===== config.mk =====
export PLATFORM = sky130hd
export DESIGN_NAME = dmix_rate_detect
export DESIGN_NICKNAME = d
export VERILOG_FILES = /design/src/rtl/dmix_rate_pkg.sv /design/src/rtl/dmix_sync2.sv /design/src/rtl/dmix_rate_detect.sv
export SDC_FILE = /design/constraint.sdc
export NUM_CORES = 1
export LEC_CHECK = 0
export ABC_AREA = 1
export CORE_MARGIN = 2
export CORE_UTILIZATION = 65
export DETAILED_ROUTE_END_ITERATION = 8
export DONT_BUFFER_PORTS = 1
export MAX_ROUTING_LAYER = met4
export PLACE_DENSITY = 0.92
export RECOVER_POWER = 100
export SYNTH_ARGS = -nofsm -noshare
export SYNTH_HDL_FRONTEND = slang
export SYNTH_SLANG_ARGS = --single-unit

===== constraint.sdc =====
create_clock -name clk245760 -period 8.3 [get_ports clk245760]
set_clock_uncertainty 0.05 [all_clocks]
set_input_delay 1.245 -clock clk245760 [delete_from_list [all_inputs] [get_ports clk245760]]
set_output_delay 1.245 -clock clk245760 [all_outputs]
set_load 0.01 [all_outputs]

===== src/rtl/dmix_rate_pkg.sv =====
// Shared constants, rate codes, FSM states and the period classifier for the
// LRCK rate detector.
package dmix_rate_pkg;

    localparam int              CNT_W    = 10;
    localparam logic [CNT_W-1:0] CNT_MAX  = 10'd1023;
    localparam logic [CNT_W-1:0] NOM_48K  = 10'd512;
    localparam logic [CNT_W-1:0] NOM_96K  = 10'd256;
    localparam logic [CNT_W-1:0] NOM_192K = 10'd128;

    typedef enum logic [1:0] {
        RATE_NONE = 2'b00,
        RATE_48K  = 2'b01,
        RATE_96K  = 2'b10,
        RATE_192K = 2'b11
    } rate_t;

    typedef enum logic [1:0] {
        ST_NOSIG   = 2'b00,
        ST_ACQUIRE = 2'b01,
        ST_LOCKED  = 2'b10
    } state_t;

    function automatic logic near_nominal(input logic [CNT_W-1:0] p,
                                          input logic [CNT_W-1:0] nom,
                                          input int               tol);
        int d;
        d = int'(p) - int'(nom);
        if (d < 0) d = -d;
        return (d <= tol);
    endfunction

    // Bands stay disjoint as long as tol is well below 64.
    function automatic rate_t classify(input logic [CNT_W-1:0] p,
                                       input int               tol);
        rate_t r;
        r = RATE_NONE;
        if (near_nominal(p, NOM_48K, tol))       r = RATE_48K;
        else if (near_nominal(p, NOM_96K, tol))  r = RATE_96K;
        else if (near_nominal(p, NOM_192K, tol)) r = RATE_192K;
        return r;
    endfunction

endpackage


===== src/rtl/dmix_sync2.sv =====
// Two-flop synchroniser bringing the asynchronous LRCK into the
// clk245760 domain.
module dmix_sync2 (
    input  logic clk_i,
    input  logic rst_n_i,
    input  logic d_i,
    output logic q_o
);

    logic meta_q;
    logic sync_q;

    always_ff @(posedge clk_i or negedge rst_n_i) begin
        if (!rst_n_i) begin
            meta_q <= 1'b0;
            sync_q <= 1'b0;
        end else begin
            meta_q <= d_i;
            sync_q <= meta_q;
        end
    end

    assign q_o = sync_q;

endmodule


===== src/rtl/dmix_rate_detect.sv =====
// Measures LRCK period in clk245760 cycles and locks onto 48/96/192 kHz.
// Optional: define DMIX_RATE_PERIOD_OUT_EN to export the last latched period.
module dmix_rate_detect
    import dmix_rate_pkg::*;
#(
    parameter int LOCK_COUNT = 4,
    parameter int MISS_COUNT = 2,
    parameter int TOL        = 8
) (
    input  logic             clk245760,
    input  logic             rst_n,
    input  logic             lrck,
    output logic [1:0]       rate,
    output logic             locked,
    output logic             rate_change,
`ifdef DMIX_RATE_PERIOD_OUT_EN
    output logic [CNT_W-1:0] period,
`endif
    output logic [1:0]       dbg_state_o
);

    localparam int MW = $clog2(LOCK_COUNT + 1);
    localparam int XW = $clog2(MISS_COUNT + 1);

    logic             lrck_s;
    logic             lrck_prev_q;
    logic             edge_w;
    logic             timeout_w;
    logic [CNT_W-1:0] cnt_q, cnt_d;
    rate_t            cls_w;

    state_t           state_q, state_d;
    rate_t            cand_q, cand_d;
    logic [MW-1:0]    match_q, match_d;
    logic [XW-1:0]    miss_q, miss_d;
    rate_t            rate_q, rate_d;
    logic             locked_q, locked_d;
    logic             rate_change_q, rate_change_d;

    dmix_sync2 u_sync (
        .clk_i   (clk245760),
        .rst_n_i (rst_n),
        .d_i     (lrck),
        .q_o     (lrck_s)
    );

    assign edge_w    = lrck_s & ~lrck_prev_q;
    // A saturated counter only times out when no edge arrives this cycle;
    // an edge here latches 1023, which classifies as no rate.
    assign timeout_w = (cnt_q == CNT_MAX) & ~edge_w;
    assign cls_w     = classify(cnt_q, TOL);

    always_comb begin
        cnt_d = cnt_q;
        if (edge_w)                cnt_d = 10'd1;
        else if (cnt_q != CNT_MAX) cnt_d = cnt_q + 10'd1;
    end

    always_comb begin
        state_d = state_q;
        cand_d  = cand_q;
        match_d = match_q;
        miss_d  = miss_q;
        if (edge_w) begin
            case (state_q)
                ST_NOSIG: begin
                    state_d = ST_ACQUIRE;
                    match_d = '0;
                    miss_d  = '0;
                    cand_d  = RATE_NONE;
                end
                ST_ACQUIRE: begin
                    if (cls_w == RATE_NONE) begin
                        match_d = '0;
                    end else if (cls_w == cand_q) begin
                        match_d = match_q + MW'(1);
                    end else begin
                        cand_d  = cls_w;
                        match_d = MW'(1);
                    end
                    if (match_d == MW'(LOCK_COUNT)) begin
                        state_d = ST_LOCKED;
                        miss_d  = '0;
                    end
                end
                ST_LOCKED: begin
                    if (cls_w == cand_q) miss_d = '0;
                    else                 miss_d = miss_q + XW'(1);
                    if (miss_d == XW'(MISS_COUNT)) begin
                        state_d = ST_ACQUIRE;
                        match_d = '0;
                        miss_d  = '0;
                    end
                end
                default: begin
                    state_d = ST_NOSIG;
                end
            endcase
        end else if (timeout_w) begin
            state_d = ST_NOSIG;
            cand_d  = RATE_NONE;
            match_d = '0;
            miss_d  = '0;
        end
    end

    // Outputs follow the next state so they register in the same cycle as it.
    always_comb begin
        locked_d      = (state_d == ST_LOCKED);
        rate_d        = locked_d ? cand_d : RATE_NONE;
        rate_change_d = (rate_d != rate_q);
    end

    always_ff @(posedge clk245760 or negedge rst_n) begin
        if (!rst_n) begin
            lrck_prev_q   <= 1'b0;
            cnt_q         <= '0;
            state_q       <= ST_NOSIG;
            cand_q        <= RATE_NONE;
            match_q       <= '0;
            miss_q        <= '0;
            rate_q        <= RATE_NONE;
            locked_q      <= 1'b0;
            rate_change_q <= 1'b0;
        end else begin
            lrck_prev_q   <= lrck_s;
            cnt_q         <= cnt_d;
            state_q       <= state_d;
            cand_q        <= cand_d;
            match_q       <= match_d;
            miss_q        <= miss_d;
            rate_q        <= rate_d;
            locked_q      <= locked_d;
            rate_change_q <= rate_change_d;
        end
    end

`ifdef DMIX_RATE_PERIOD_OUT_EN
    logic [CNT_W-1:0] period_q;

    always_ff @(posedge clk245760 or negedge rst_n) begin
        if (!rst_n)      period_q <= '0;
        else if (edge_w) period_q <= cnt_q;
    end

    assign period = period_q;
`endif

    assign rate        = rate_q;
    assign locked      = locked_q;
    assign rate_change = rate_change_q;
    assign dbg_state_o = state_q;

endmodule

==> results of run 1 <==
-- worst paths after layout --
| kind | startpoint | to | slack (ns) |
|---|---|---|---|
| max | cnt_q[8] | rate_change | 4.65 |
| max in group asynchronous | rst_n | cand_q[1] | 7.60 |
| min reg2reg | u_sync.meta_q | u_sync.q_o | 0.33 |
| max reg2reg | cnt_q[8] | rate_change | 4.65 |
| min | u_sync.meta_q | u_sync.q_o | 0.33 |
| min in group asynchronous | rst_n | locked | 0.53 |
-- cell families after synthesis --
kind of cell,count (synthesis),share of synthesized area (%)
DFF,26,32.4
adders and majority gates,16,9.97
xor gates and xnor gates,2,0.872
AOI/OAI and AO/OA,35,10.3
and+or+nand+nor,153,38.1
buffers and inverters,42,8.29
-- registers in the layout, indices dropped and copies added (netlist names) --
name / count
match_q: 3
rate_change: 1
locked: 1
lrck_prev_q: 1
cand_q: 2
u_sync.meta_q: 1
u_sync.q_o: 1
rate: 2
dbg_state_o: 2
cnt_q: 10
miss_q: 2
-- cell type report --
| class | count | share of cell area [%] |
|---|---|---|
| multi-input combinational | 206 | 56.1 |
| clock buffer | 3 | 1.10 |
| sequential | 26 | 31.9 |
| tap | 33 | 2.02 |
| clock inverter | 1 | 1.47 |
| inverter | 40 | 7.41 |
-- placed cells by master, fill, tap and decap left out, types with 2 or more instances in the layout --
cell / instances
inv_2: 8
nand3_2: 5
nor2_2: 6
clkbuf_4: 3
inv_1: 30
dfrtp_1: 26
ha_1: 16
nor3_1: 3
o21ai_0: 12
nand3_1: 27
or2_2: 2
o21ai_1: 2
nand2_2: 5
a21oi_1: 14
nand2_1: 67
nor2_1: 28
nand4_1: 4
-- power by group --
part / switching (uW) / internal [uW]
Clock: 38.9 / 48.9
Sequential: 24.0 / 140
Combinational: 110 / 54.8
Total: 172 / 243
-- metal layers --
| layer | vias to the layer above | share of wire, % |
|---|---|---|
| met2 | 59 | 46 |
| met4 | 0 | 1.6 |
| met3 | 7 | 5.2 |
| met5 | - | 0 |
| met1 | 795 | 47 |
| li1 | 891 | - |
-- critical path: cells and delay by family, from the launching register on --
kind,cells,cell delay [ns]
AO/OA/AOI/OAI,3,0.94
buffers and inverters,4,0.56
flip-flops,1,0.49
adder cells (fa/ha/maj),1,0.23
AND/OR/NAND/NOR,14,1.31
-- per-stage QoR --
| step | cell area, sq um | hold WS (ns) | instances | util, % | setup WS [ns] |
|---|---|---|---|---|---|
| final | 2040 | 0.330 | 309 | 68.0 | 4.65 |
| after global routing | 2040 | 0.340 | 309 | 68.0 | 4.21 |
| after CTS | 2090 | 0.334 | 309 | 69.5 | 5.17 |
| after detailed placement | 2030 | 0.293 | 305 | 67.8 | 5.22 |
| after global placement | 2030 | 0.293 | 305 | 67.8 | 5.33 |
| after floorplan | 2010 | 0.281 | 274 | - | 5.55 |
==> results.py, run 1 <==
metrics = {
    "grt": {
        "use_met1_pct": 36.5,
        "grt_util_met3_pct": 1.53,
        "overflow": 0,
        "grt-busiest-layer": "met2",
        "antenna_found_initial": 0,
        "grtUsageMet2_pct": 39.7,
        "grt_pass1_wl_mm": 6.92,
        "grt_max_degree": 27,
        "track_usage_pct": 26.0,
        "grt_pass1_vias": 1573,
    },
    "final_layout": {
        "n_fill_cell": 266,
        "register_area_sq_um": 651,
        "finalNetCount": 296,
        "n_antenna_cell": 0,
        "drive_gt1_share_pct": 12.7,
        "multiInputGateArea_sq_um": 1150,
        "synthToLayoutAreaGrowth_pct": 1.68,
    },
    "critical_path": {
        "r2r_cells": 22,
        "worstPathMaxFanout": 13,
        "cp.required_ns": 8.54,
        "critPathMaxStageDelay_ns": 0.49,
        "critical_path_class": "reg -> reg",
        "cp.arrival_ns": 3.89,
        "cp_slowest_cell": "dfrtp_1",
        "worst_setup_path_start_kind": "register",
        "worstPathCellList": "inv_1 -> ha_1 -> inv_1 -> a21oi_1 -> a21oi_1 -> nand2_1 -> nand2_1 -> nand2_1 -> clkinv_1 -> nand2_1 -> nand2_1 -> nand2_1 -> nand2_1 -> clkinvlp_2 -> nand3_4 -> nor2_1 -> nand3_2 -> a21boi_0 -> nand3_2 -> nand2_1 -> nand2_1 -> nand2_1",
        "crit_top_cell": "nand2_1",
        "endpoint_kind": "register",
    },
    "sta": {
        "post-route-period-util_pct": 44.0,
        "slew_headroom_pct": 63.7,
        "hold_viol_final": 0,
        "rsz0062_at_grt": "false",
        "finalSetupTns_ns": 0,
        "finalSetupViolations": 0,
        "min_period_ns": 3.65,
        "slew_violations": 0,
        "fmax_mhz": 274,
        "worst_pin_slew_ns": 0.539,
    },
    "synth": {
        "yosysTopAreaCellShare_pct": 32.4,
        "yosys.area.top_type": "dfrtp_1",
        "synth.cell_area_sq_um": 2010,
        "syn-instance-count": 274,
        "synth_edf_count": 0,
        "syn-mean-instance-area_sq_um": 7.33,
        "synth-main-ff-cell": "dfrtp_1",
        "yosysSeqAreaShare_pct": 32.4,
        "synth_nets": 293,
        "synthTopCellsByCount": "nand2_1 (62), inv_1 (30), nor2_1 (27)",
        "yosysUniqueCellTypes": 35,
        "synthTopCellsByArea": "dfrtp_1 (32%), nand2_1 (12%), ha_1 (10%)",
        "ys_async_sr_fraction_pct": 100,
        "ys_ff_latch": 26,
        "yosysWarnings": 0,
        "synth_most_common_cell": "nand2_1",
    },
    "die": {
        "start_util_pct": 66.9,
        "io-pin-count": 9,
        "chipWidth_microns": 59.6,
        "die_area_sq_um": 3550,
        "std_cell_rows": 20,
        "die_y_microns": 59.6,
        "core_sq_um": 3000,
    },
    "hold_path": {
        "min_delay_path_depth": 0,
        "hold_class": "reg -> reg",
    },
    "route": {
        "antenna_left": 0,
        "drc": 0,
        "wl_per_cell_microns": 12.6,
        "drt_iter0_markers": 146,
        "vias": 1752,
        "drt-total-wl_mm": 3.90,
        "routed_via_density": 5.67,
        "first_pass_iters": 4,
    },
    "clock_network": {
        "cts.path.max_buffers": 2,
        "cts_num_sinks": 26,
        "cts_tree": "built",
        "clk_latency_ns": 0.33,
        "cts-root-buf": "clkbuf_4",
        "hold_buffers": 0,
        "htreeDepth": 1,
        "post_cts_buffers": 0,
        "post_cts_resized": 0,
        "clk_pin_slew_ns": 0.14,
        "cts_made_buffers": 3,
    },
    "pwr": {
        "power.density_nw_per_um2": 204,
        "p_leak_uw": 0.00108,
        "power.total_uw": 416,
        "irDropWorstVdd_v": 0.000199,
    },
    "place": {
        "hpwlAfterDp_mm": 2.92,
        "numPortBuffers": 0,
        "place_congestion": 0.889,
    },
    "run": {
        "drv_cap": 0,
    },
    "run_status": {
        "status": "finished, final reports clean",
    },
}
Note: power is estimated with default switching activity, not from simulation.
==> run 2: changes to the inputs <==
--- a/config.mk
+++ b/config.mk
@@ -7,11 +7,11 @@
 export LEC_CHECK = 0
 export ABC_AREA = 1
 export CORE_MARGIN = 2
-export CORE_UTILIZATION = 65
+export CORE_UTILIZATION = 57
 export DETAILED_ROUTE_END_ITERATION = 8
 export DONT_BUFFER_PORTS = 1
 export MAX_ROUTING_LAYER = met4
-export PLACE_DENSITY = 0.92
+export PLACE_DENSITY = 0.86
 export RECOVER_POWER = 100
 export SYNTH_ARGS = -nofsm -noshare
 export SYNTH_HDL_FRONTEND = slang
==> constraint.sdc (replaced) <==
create_clock -name clk245760 -period 3.05 [get_ports clk245760]
set_clock_uncertainty 0.05 [all_clocks]
set_input_delay 0.4575 -clock clk245760 [delete_from_list [all_inputs] [get_ports clk245760]]
set_output_delay 0.4575 -clock clk245760 [all_outputs]
set_load 0.01 [all_outputs]
==> run 2 against run 1 <==
  * Via count rose by 0.68%
  * Design area rose by 7.8%
  * Clock-buffer cell count did not move
  * Register-to-register slack got worse by 4.4 ns
  * Critical path type unchanged
  * Flip-flop and latch count did not move
  * Maximum frequency rose by 30%
==> results.py, run 2 (synthesis results as in run 1) <==
metrics = {
    "critical_path": {
        "reg2reg_to": "rate_change",
        "critPathLaunch": "cnt_q[8]",
        "endpoint": "rate_change",
        "endpoint_kind": "register",
        "cp.arrival_ns": 3.01,
        "critical_path_class": "reg -> reg",
        "path_depth": 19,
        "cp.required_ns": 3.24,
        "worstPathCellList": "clkinvlp_4 -> ha_1 -> or2_2 -> nand3_1 -> nand3_1 -> nor2_1 -> a21oi_4 -> nand2_1 -> nand2_1 -> nand2_2 -> nand3_2 -> nand2_1 -> a21oi_1 -> nand2_4 -> nand4_2 -> nand2_1 -> inv_1 -> nor2_2 -> nand2_1",
        "cp_slowest_cell": "dfrtp_1",
        "crit_top_cell": "nand2_1",
        "worst_setup_path_start_kind": "register",
        "r2r_start": "cnt_q[8]",
        "worstPathMaxFanout": 10,
        "rrSetupSlack_ns": 0.23,
        "r2r_cells": 19,
        "path_delay_family": "simple AND/OR/NAND/NOR gates",
        "critPathMaxStageDelay_ns": 0.43,
        "cp_num_buf_inv": 2,
    },
    "sta": {
        "slew_headroom_pct": 3.40,
        "hold_viol_final": 0,
        "min_period_ns": 2.82,
        "post-route-period-util_pct": 92.5,
        "slew_violations": 0,
        "worst_pin_slew_ns": 1.45,
        "finalSetupViolations": 0,
        "fmax_mhz": 355,
        "setup_slack_ns": 0.230,
        "hold_slack_ns": 0.0894,
        "finalSetupTns_ns": 0,
    },
    "pwr": {
        "switching_share_pct": 41.6,
        "pwr-share-seq_pct": 38.2,
        "p_switching_uw": 489,
        "p_int_uw": 686,
        "p_leak_uw": 0.00114,
        "p_comb_share_pct": 41.4,
        "clockPowerShare_pct": 20.4,
        "power.density_nw_per_um2": 534,
        "irDropWorstVdd_v": 0.000477,
    },
    "final_layout": {
        "n_fill_cell": 293,
        "n_antenna_cell": 0,
        "regMostFlops": "cnt_q",
        "top_regs": "cnt_q x10, match_q x3",
        "drive_gt1_share_pct": 20.8,
        "finalNetCount": 303,
        "multiInputGateArea_sq_um": 1230,
        "final_common_cell": "nand2_1",
        "synthToLayoutAreaGrowth_pct": 9.59,
        "fin_util_pct": 65.4,
        "largest_reg_flops": 10,
        "register_area_sq_um": 654,
        "final_cell_mix": "nand2_1 (62), inv_1 (28), nor2_1 (26)",
        "final_cells": 329,
    },
    "die": {
        "io-pin-count": 9,
        "start_util_pct": 59.7,
        "core_sq_um": 3360,
        "std_cell_rows": 21,
        "die_area_sq_um": 4010,
        "die_y_microns": 63.4,
        "chipWidth_microns": 63.4,
    },
    "grt": {
        "overflow": 0,
        "antenna_found_initial": 0,
        "grt_pass1_vias": 1701,
        "grt_max_degree": 27,
        "track_usage_pct": 23.3,
        "grt_pass1_wl_mm": 7.36,
    },
    "route": {
        "drt-total-wl_mm": 4.18,
        "first_pass_iters": 4,
        "vias": 1764,
        "routed_via_density": 5.36,
        "drt_iter0_markers": 91,
        "wl_per_cell_microns": 12.7,
        "drc": 0,
        "antenna_left": 0,
    },
    "place": {
        "numPortBuffers": 0,
        "hpwlAfterDp_mm": 3.07,
        "place_congestion": 0.873,
        "place_ws_ns": 0.0415,
        "dp_cells": 319,
    },
    "clock_network": {
        "htreeDepth": 1,
        "cts_made_buffers": 3,
        "cts_tree": "built",
        "clk_latency_ns": 0.33,
        "cts.path.max_buffers": 2,
        "clk_pin_slew_ns": 0.15,
        "cts-root-buf": "clkbuf_4",
        "cts_num_sinks": 26,
    },
    "run": {
        "drv_cap": 0,
    },
    "hold_path": {
        "hold_class": "in -> reg",
        "hp-start": "lrck",
    },
    "run_status": {
        "status": "finished, final reports clean",
    },
}
==> run 2: cell types whose count changed in the layout (fill, tap and decap cells not counted), moves of 2 or more <==
cell,change
nand2_4,+2
nand2_2,+3
dfrtp_2,+3
buf_4,+5
nand3_1,-2
dfrtp_1,-3
inv_2,+2
inv_1,-2
nand2_1,-5
nand3_2,+2
nor2_1,-2
==> run 2: worst min-delay path by stage <==
stage	endpoint	slack [ns]	depth (start not counted)
floorplan	cand_q[0]	0.11	0
global placement	cnt_q[5]	0.11	0
detailed placement	cnt_q[6]	0.11	0
CTS	u_sync.meta_q	0.08	0
global route	u_sync.meta_q	0.06	0
finish	u_sync.meta_q	0.09	0
==> run 2: per-layer routing <==
layer  wire length, microns  up-vias  GRT usage (%)
met5                      0        -              -
met1                   1920      813           30.0
met4                     50        0           8.42
met3                    179        7           2.86
met2                   2030       46           38.0
li1                       -      898              -
==> run 2: final cells by class <==
| type | count | area share [%] |
|---|---|---|
| clock buffer | 3 | 1.02 |
| timing repair buffer | 7 | 2.33 |
| inverter | 40 | 7.05 |
| sequential | 26 | 29.7 |
| tap | 46 | 2.62 |
| clock inverter | 1 | 1.36 |
| multi-input combinational | 206 | 55.9 |
==> run 2: power groups by stage <==
stage	clock, uW	sequential [uW]	combinational (uW)
floorplan	0	427	388
global placement	0	448	425
detailed placement	0	450	440
CTS	245	445	454
global route	258	457	548
finish	240	449	486
==> run 2: through the flow <==
step	area [sq um]	power [uW]
finish	2200	1170
global route	2200	1260
CTS	2140	1140
detailed placement	2060	891
global placement	2060	873
floorplan	2010	815
==> run 2: timing repair <==
action	CTS	global route
hold buffers	2	0
setup buffers	0	4
setup endpoints to repair	0	10
endpoints found under the hold margin	26	0
resized for setup	0	12
==> run 3: changes to the inputs <==
--- a/config.mk
+++ b/config.mk
@@ -12,7 +12,8 @@
 export DONT_BUFFER_PORTS = 1
 export MAX_ROUTING_LAYER = met4
 export PLACE_DENSITY = 0.86
-export RECOVER_POWER = 100
+export RECOVER_POWER = 25
 export SYNTH_ARGS = -nofsm -noshare
 export SYNTH_HDL_FRONTEND = slang
+export SYNTH_HIERARCHICAL = 1
 export SYNTH_SLANG_ARGS = --single-unit
==> run 3 against run 2 <==
  * Synthesized cell count up 6.2%
  * Hold slack worse by 0.0054 ns
  * Non-clock buffer count is 9 higher
  * Clock power hardly changed
  * Total power up 19%
  * Global-route usage is 0.85 points lower
  * Design area rose by 9.0%
  * Sequential share of layout area is 2.4 points lower
  * Critical path depth up 2
  * First-iteration DRC count is the same
  * Via count increased by 6.2%
  * Maximum frequency shrank 4.4%
  * Largest cell class unchanged
==> results.py, run 3 <==
metrics = {
    "die": {
        "io-pin-count": 9,
        "chipWidth_microns": 64.5,
        "core_sq_um": 3420,
        "std_cell_rows": 21,
        "die_y_microns": 64.5,
        "die_area_sq_um": 4170,
        "start_util_pct": 61.2,
    },
    "clock_network": {
        "cts.path.max_buffers": 2,
        "cts_made_buffers": 3,
        "htreeDepth": 1,
        "cts_tree": "built",
        "cts-root-buf": "clkbuf_4",
        "cts_num_sinks": 26,
        "clk_latency_ns": 0.33,
        "clk_pin_slew_ns": 0.15,
    },
    "route": {
        "antenna_left": 0,
        "drc": 0,
        "vias": 1873,
        "wl_per_cell_microns": 12.8,
        "routed_via_density": 5.29,
        "first_pass_iters": 5,
        "drt-total-wl_mm": 4.55,
        "drt_iter0_markers": 91,
    },
    "final_layout": {
        "regMostFlops": "cnt_q",
        "final_cell_mix": "nand2_1 (71), inv_1 (34), nor2_1 (27)",
        "drive_gt1_share_pct": 24.7,
        "final_common_cell": "nand2_1",
        "design_area_sq_um": 2400,
        "largest_reg_flops": 10,
        "n_antenna_cell": 0,
        "top_regs": "cnt_q x10, match_q x3",
        "finalNetCount": 328,
        "synthToLayoutAreaGrowth_pct": 14.9,
    },
    "grt": {
        "grt_pass1_vias": 1701,
        "grt_max_degree": 27,
        "antenna_found_initial": 0,
        "grt_pass1_wl_mm": 7.36,
        "overflow": 0,
        "track_usage_pct": 22.5,
    },
    "sta": {
        "slew_headroom_pct": 8.58,
        "post-route-period-util_pct": 96.7,
        "hold_slack_ns": 0.0840,
        "hold_viol_final": 0,
        "min_period_ns": 2.95,
        "fmax_mhz": 339,
        "slew_violations": 0,
        "finalSetupViolations": 0,
        "worst_pin_slew_ns": 1.37,
        "setup_slack_ns": 0.0997,
    },
    "pwr": {
        "clockPowerShare_pct": 17.4,
        "p_comb_share_pct": 49.5,
        "p_int_uw": 771,
        "pwr-share-seq_pct": 33.1,
        "irDropWorstVdd_v": 0.000790,
        "p_switching_uw": 626,
        "switching_share_pct": 44.8,
        "p_leak_uw": 0.00124,
        "power.density_nw_per_um2": 582,
    },
    "synth": {
        "synthAdderAreaFrac_pct": 9.58,
        "synth-compound-area-share_pct": 9.64,
        "synth_edf_count": 0,
        "synth.cell_area_sq_um": 2090,
        "syn-mean-instance-area_sq_um": 7.18,
        "synth_nets": 310,
        "synth_top_family_by_area": "simple AND/OR/NAND/NOR gates",
        "syn-instance-count": 291,
        "ys_async_sr_fraction_pct": 100,
        "synth-simple-area-share_pct": 39.6,
        "yosysUniqueCellTypes": 29,
        "synth_most_common_cell": "nand2_1",
        "synthTopCellsByCount": "nand2_1 (75), inv_1 (38), nor2_1 (28)",
        "synthTopCellsByArea": "dfrtp_1 (31%), nand2_1 (13%), ha_1 (9.6%)",
        "yosysTopAreaCellShare_pct": 31.1,
        "synth_xor_area_share_pct": 0.838,
        "ys_ff_latch": 26,
        "yosysWarnings": 6,
        "synth-main-ff-cell": "dfrtp_1",
        "synth.mux.area_fraction_pct": 0,
        "yosys.area.top_type": "dfrtp_1",
        "yosysSeqAreaShare_pct": 31.1,
    },
    "critical_path": {
        "worstPathMaxFanout": 8,
        "worst_setup_path_start_kind": "register",
        "critical_path_class": "reg -> reg",
        "path_delay_family": "simple AND/OR/NAND/NOR gates",
        "cp.required_ns": 3.24,
        "critPathMaxStageDelay_ns": 0.43,
        "endpoint_kind": "register",
        "cp.arrival_ns": 3.14,
        "worstPathCellList": "clkinvlp_4 -> buf_12 -> ha_1 -> inv_2 -> a21oi_4 -> buf_4 -> nand3_2 -> nor2_4 -> nor2_4 -> nor2_2 -> nor2_1 -> a21oi_2 -> nand3_2 -> nor2_4 -> nand3_2 -> nand2_2 -> nand4_1 -> nand2_1 -> inv_1 -> nor2_1 -> nand2_1",
        "cp_slowest_cell": "dfrtp_1",
        "cp_num_buf_inv": 5,
    },
    "place": {
        "hpwlAfterDp_mm": 3.06,
        "place_ws_ns": 0.172,
        "numPortBuffers": 0,
        "place_area_sq_um": 2140,
        "place_congestion": 0.869,
    },
    "hold_path": {
        "hold_class": "in -> reg",
    },
    "run": {
        "drv_cap": 0,
    },
    "run_status": {
        "status": "finished, final reports clean",
    },
}
-- run 3: through the flow --
| step | TNS, ns | power, uW | std cells | utilization [%] |
|---|---|---|---|---|
| 2_1_floorplan | 0 | 972 | 291 | - |
| 3_3_place_gp | 0 | 1040 | 336 | 62.5 |
| 3_5_place_dp | 0 | 1060 | 336 | 62.5 |
| 4_1_cts | 0 | 1310 | 342 | 64.9 |
| 5_1_grt | -0.151 | 1500 | 354 | 70.3 |
| 6_report | 0 | 1400 | 354 | 70.3 |
-- run 3: worst reg2reg max path, cell delays in order (launching register included) --
cell,delay [ns]
dfrtp_1,0.43
clkinvlp_4,0.12
buf_12,0.11
ha_1,0.15
inv_2,0.05
a21oi_4,0.21
buf_4,0.16
nand3_2,0.10
nor2_4,0.12
nor2_4,0.05
nor2_2,0.13
nor2_1,0.08
a21oi_2,0.14
nand3_2,0.12
nor2_4,0.16
nand3_2,0.09
nand2_2,0.10
nand4_1,0.16
nand2_1,0.12
inv_1,0.05
nor2_1,0.11
nand2_1,0.06
-- run 3: power groups by stage --
stage | Sequential [uW] | Clock [uW] | Combinational (uW)
6_report | 462 | 243 | 691
5_1_grt | 467 | 258 | 776
3_5_place_dp | 462 | 0 | 594
2_1_floorplan | 435 | 0 | 538
3_3_place_gp | 461 | 0 | 579
4_1_cts | 456 | 246 | 610
-- run 3: final timing paths --
check | from | end | slack (ns) | cells after the start
worst max-delay path | cnt_q[8] | rate_change | 0.1 | 21
max in group asynchronous | rst_n | cnt_q[0] | 1.12 | 2
worst min register to register | u_sync/meta_q | u_sync/q_o | 0.33 | 0
min in group asynchronous | rst_n | cnt_q[6] | 0.94 | 2
worst min-delay path | lrck | u_sync/meta_q | 0.08 | 0
worst max register to register | cnt_q[8] | rate_change | 0.1 | 21
-- run 3: cell type report --
class	count	area [sq um]
clock inverters	1	30.0
repair buffers	16	149
clock buffers	3	22.5
flip-flops and latches	26	656
fillers	254	1020
well taps	46	57.6
multi-input cells	218	1310
inverters	44	171
-- run 3: timing repair --
action                     CTS  global route
hold endpoints to repair    26             0
setup endpoints to repair    0             2
buffers inserted             0            11
gates resized for setup      0            25
hold buffers                 2             0
-- run 3: metal layers --
layer  global-route usage, %  vias up  wire [microns]
li1                        -      954               -
met1                    30.3      870            2110
met2                    36.5       45            2220
met3                    2.26        4             187
met4                    6.38        0              31
met5                       -        -               0
-- run 3: logic make-up (layout without fill, tap and decap cells) --
| group | count (synthesis) | after routing |
|---|---|---|
| fa+ha+maj | 16 | 16 |
| flops | 26 | 26 |
| buf+inv | 47 | 64 |
| xor+xnor | 2 | 2 |
| simple gates | 165 | 165 |
| compound gates | 35 | 35 |
